$ cat src/rtl/mul_final_add.sv
// rtl/mul_final_add.sv - final carry-propagate add, result FIFO and issue credits for the Booth/Wallace multiplier
// Optional input register stage before the adder: MUL_FINAL_ADD_REG_EN (issue-to-result latency 3 instead of 2).
module mul_final_add #(
  parameter int RES_W = 64,
  parameter int DEPTH = 4
) (
  input  logic             clk,
  input  logic             resetn,
  input  logic             issue_valid,
  output logic             issue_allow,
  input  logic [RES_W-1:0] cs_a,
  input  logic [RES_W-1:0] cs_b,
  input  logic             cs_cin,
  output logic             res_valid,
  input  logic             res_ready,
  output logic [RES_W-1:0] result,
  output logic             busy,
  output logic             ovf_err
);

`ifdef MUL_FINAL_ADD_REG_EN
  localparam int LAT = 3;
`else
  localparam int LAT = 2;
`endif
  localparam int PW = $clog2(DEPTH);
  localparam int CW = $clog2(DEPTH + 1);

  logic [LAT-1:0]   trk;
  logic [CW-1:0]    fifo_count;
  logic [PW-1:0]    wr_ptr;
  logic [PW-1:0]    rd_ptr;
  logic [RES_W-1:0] mem [DEPTH];
  logic [CW:0]      inflight_count;
  logic             issue_ok;
  logic             capture;
  logic             pop;
  logic [RES_W-1:0] add_a;
  logic [RES_W-1:0] add_b;
  logic             add_cin;
  logic [RES_W-1:0] sum;
  logic             unused_msb;

  function automatic logic [PW-1:0] next_ptr(input logic [PW-1:0] p);
    return (p == PW'(DEPTH - 1)) ? '0 : p + 1'b1;
  endfunction

  assign issue_ok = issue_valid && issue_allow;
  assign capture  = trk[LAT-2];
  assign pop      = res_valid && res_ready;

  // Stages up to and including the capture stage hold a reserved slot; after
  // capture the product is already counted in fifo_count.
  always_comb begin
    inflight_count = '0;
    for (int i = 0; i < LAT - 1; i++) begin
      inflight_count = inflight_count + (CW + 1)'(trk[i]);
    end
  end

  assign issue_allow = ((CW + 1)'(fifo_count) + inflight_count) < (CW + 1)'(DEPTH);

`ifdef MUL_FINAL_ADD_REG_EN
  logic [RES_W-1:0] a_q;
  logic [RES_W-1:0] b_q;
  logic             cin_q;

  always_ff @(posedge clk) begin
    if (!resetn) begin
      a_q   <= '0;
      b_q   <= '0;
      cin_q <= 1'b0;
    end else if (trk[0]) begin
      a_q   <= cs_a;
      b_q   <= cs_b;
      cin_q <= cs_cin;
    end
  end

  assign add_a   = a_q;
  assign add_b   = b_q;
  assign add_cin = cin_q;
  assign unused_msb = a_q[RES_W-1];
`else
  assign add_a   = cs_a;
  assign add_b   = cs_b;
  assign add_cin = cs_cin;
  assign unused_msb = cs_a[RES_W-1];
`endif

  // The carry of column i feeds column i+1; the top carry falls off the product.
  assign sum = add_b + {add_a[RES_W-2:0], add_cin};

  always_ff @(posedge clk) begin
    if (!resetn) begin
      trk        <= '0;
      fifo_count <= '0;
      wr_ptr     <= '0;
      rd_ptr     <= '0;
      ovf_err    <= 1'b0;
    end else begin
      trk <= {trk[LAT-2:0], issue_ok};
      if (issue_valid && !issue_allow) begin
        ovf_err <= 1'b1;
      end
      if (capture) begin
        wr_ptr <= next_ptr(wr_ptr);
      end
      if (pop) begin
        rd_ptr <= next_ptr(rd_ptr);
      end
      case ({capture, pop})
        2'b10:   fifo_count <= fifo_count + 1'b1;
        2'b01:   fifo_count <= fifo_count - 1'b1;
        default: fifo_count <= fifo_count;
      endcase
    end
  end

  always_ff @(posedge clk) begin
    if (resetn && capture) begin
      mem[wr_ptr] <= sum;
    end
  end

  assign res_valid = (fifo_count != '0);
  assign result    = res_valid ? mem[rd_ptr] : '0;
  assign busy      = (|trk) || res_valid;

endmodule
$ cat config.mk
export PLATFORM = sky130hd
export DESIGN_NAME = mul_final_add
export DESIGN_NICKNAME = d
export VERILOG_FILES = /design/src/rtl/mul_final_add.sv
export SDC_FILE = /design/constraint.sdc
export NUM_CORES = 1
export LEC_CHECK = 0
export CAP_MARGIN = 40
export CORE_MARGIN = 4
export CORE_UTILIZATION = 61
export CTS_BUF_LIST = sky130_fd_sc_hd__clkbuf_4 sky130_fd_sc_hd__clkbuf_8
export CTS_CLUSTER_DIAMETER = 60
export DETAILED_ROUTE_END_ITERATION = 8
export HOLD_SLACK_MARGIN = 0.06
export PLACE_DENSITY_LB_ADDON = 0.12
export SLEW_MARGIN = 15
export SYNTH_ARGS = -nofsm -noshare
export SYNTH_HDL_FRONTEND = slang
export SYNTH_SLANG_ARGS = --single-unit
$ cat constraint.sdc
create_clock -name clk -period 7.5 [get_ports clk]
set_input_delay 1.5 -clock clk [delete_from_list [all_inputs] [get_ports clk]]
set_output_delay 1.5 -clock clk [all_outputs]
set_load 0.05 [all_outputs]
==> impl_metrics.ini <==
[routing]
top_layer_used = met4
final_antenna_net_count = 0
dr_wl_met3_um = 2310
vias = 9496
drt-vias-per-instance = 6.17
drt_pre_antenna_iters = 5
drt_iter0_drc = 845
wire_per_inst_um = 21.2
drt_wl_total_um = 32600
route.detailed.drc = 0
wl_met1_um = 13500
met2_length_um = 16100

[synth]
yosysWarnings = 0
yosysUniqueCellTypes = 64
syn-num-nets = 1228
synth_edf_count = 256
avgSynthCellArea_um2 = 13.6
synth_cells = 1024
syn_area_mm2 = 0.0140
synth.yosys.seq_area_share = 0.567
async_reset_ff_frac = 0
ys.flop_type = edfxtp_1
synth_seq_cells = 268

[cells_and_area]
diodes = 0
syn_to_final_growth_pct = 22.6
layout.nets = 1436
drive_gt1_frac = 0.131

[sta]
finalCritPeriodShare = 0.637
period_needed_ns = 4.78
hold_viol_final = 0
setup_viol = 0
setup_tns_ns = 0
tightest_slew_ns = 0.841
slew_headroom = 0.439
finalWorstSetupSlack_ns = 2.72
drv_slew = 0
rsz0062_at_grt = false
fmax_mhz = 209
fin_skew_ns = 0.0303

[pwr]
totalPowerFinal_uw = 5260
peakVddDrop_uv = 228
p_leak_uw = 0.00603
powerDensity_mw_per_mm2 = 307

[worst_hold_path]
hold_path.class = register to register

[outcome]
outcome = completed

[placed_design]
io_buffers = 199
dp_hpwl_um = 22600
gp_congestion = 0.887
post-place-ws_ns = 2.25

[clock_network]
clock_latency_ns = 0.56
cts_setup_buffers = 0
htreeDepth = 2
numCtsBuffers = 44
cts_tree = yes
cts_root_buf = clkbuf_8
clockBufferDepth = 3
hold_buffers = 0
cts_resized = 0
clk_pin_slew_ns = 0.06
clkSinkCount = 268

[flow_run]
drv_cap = 0

[grt]
grt_pass1_wl_um = 51800
grt_antenna_before_repair = 0
track_usage = 0.256
grt_pass1_vias = 9825
grt_overflow = 0
grt_start_max_net_pins = 56

[floorplanning]
ios = 201
core_area_mm2 = 0.0226
dieHeight_um = 159
row_count = 55
start_util = 0.619
dieArea_mm2 = 0.0254
die_w_um = 159

[worst_setup_path]
cpLargestDelayFamily = compound AO/OA/AOI/OAI gates
critPathBufInv = 1
path_cells = clkdlybuf4s50_1, ha_1, fa_1, a21oi_1, nor2_2, nor4_4, nor4_4, nor2_2, a21oi_1, o32ai_1, o21ai_0, xor2_1
end_kind = register
critPathArrivalTime_ns = 5.09
crit_path_max_incr_delay_ns = 0.50
crit_fanout = 5
startpoint_type = input pin
worstPathRequired_ns = 7.82
crit_type = input pin to register
crit_slowest_cell = nor4_4
layer usage:
| layer | global-route usage | vias to the layer above |
|---|---|---|
| li1 | - | 4367 |
| met1 | 0.345 | 4676 |
| met2 | 0.432 | 399 |
| met3 | 0.0448 | 54 |
| met4 | 0.0805 | 0 |
| met5 | 0 | - |
sequential cells by signal (all words and copies together), names as in the netlist, named ones only:
name and flops:
wr_ptr 2, mem 256, ovf_err 1, fifo_count 3, rd_ptr 2, trk 2
power breakdown:
part           total [µW]  internal, µW  switching, µW
clock network        1280           742            538
logic                2190           810           1380
registers            1790          1770           22.2
total                5260          3320           1940
layout make-up:
class                      count  area (µm²)
inverter                      23        86.3
fill                        1438        5440
clock buffer                  61         752
multi-input combinational    686        5770
tap                          285         357
sequential                   268        7930
clock inverter                 8         118
timing repair buffer         209        2120
Yosys cell counts, types with 4 or more instances:
cell type  number  area, µm²
a21boi_0        8       60.1
a21o_1         35        263
a21oi_1        78        390
a31oi_1        10       62.6
and2_1         72        450
and3_1         12       75.1
buf_1           7       26.3
buf_2          12       60.1
clkbuf_1       24       90.1
dfxtp_1        12        240
edfxtp_1      256       7690
ha_1           69        863
inv_1          23       86.3
mux4_2         64       1440
nand2_1        54        203
nand2b_1        6       37.5
nand3_1        15       75.1
nand3b_1        4       30.0
nand4_1        19        119
nor2_1         36        135
nor2b_1        14       87.6
nor3_1          9       45.0
o21a_1          7       52.6
o21ai_0        41        205
o21ai_1         6       30.0
o21bai_1       10       75.1
or3_1           5       31.3
xnor2_1        39        342
xor2_1         23        201
through the flow:
stage	hold WS, ns	area [µm²]	utilization	std cells
after CTS	0.465	17100	0.756	1538
after global placement	0.450	16200	0.717	1468
after floorplan	0.467	14000	-	1024
after global routing	0.531	17100	0.759	1540
after detailed placement	0.453	16200	0.718	1469
final	0.495	17100	0.759	1540
placed cells by master (no fill, tap or decap), drive strengths merged, types with 38 or more instances in the layout:
master / instances
a21oi: 78
and2: 72
clkbuf: 61
clkdlybuf4s50: 199
edfxtp: 256
ha: 69
mux4: 64
nand2: 56
nor2: 38
o21ai: 49
xnor2: 39
worst min-delay path, cell delays in order, from the launching register on:
cell and delay (ns):
dfxtp_1 0.31, nand2_1 0.06, a21boi_0 0.09
cells by family after synthesis:
logic type / after synthesis / synth area share
AO/OA/AOI/OAI: 226 / 0.102
XOR/XNOR: 62 / 0.0389
adder cells (fa/ha/maj): 71 / 0.0647
buffers and inverters: 70 / 0.0204
flip-flops: 268 / 0.567
multiplexers: 65 / 0.104
AND/OR/NAND/NOR: 262 / 0.103
final timing paths:
kind	from	end	slack (ns)	depth (start not counted)
max	cs_b[0]	mem[2][44]	2.72	12
min	rd_ptr[1]	register	0.49	2
max reg2reg	fifo_count[1]	fifo_count[2]	4.92	9
min reg2reg	rd_ptr[1]	register	0.49	2
Note: power is estimated with default switching activity, not from simulation.
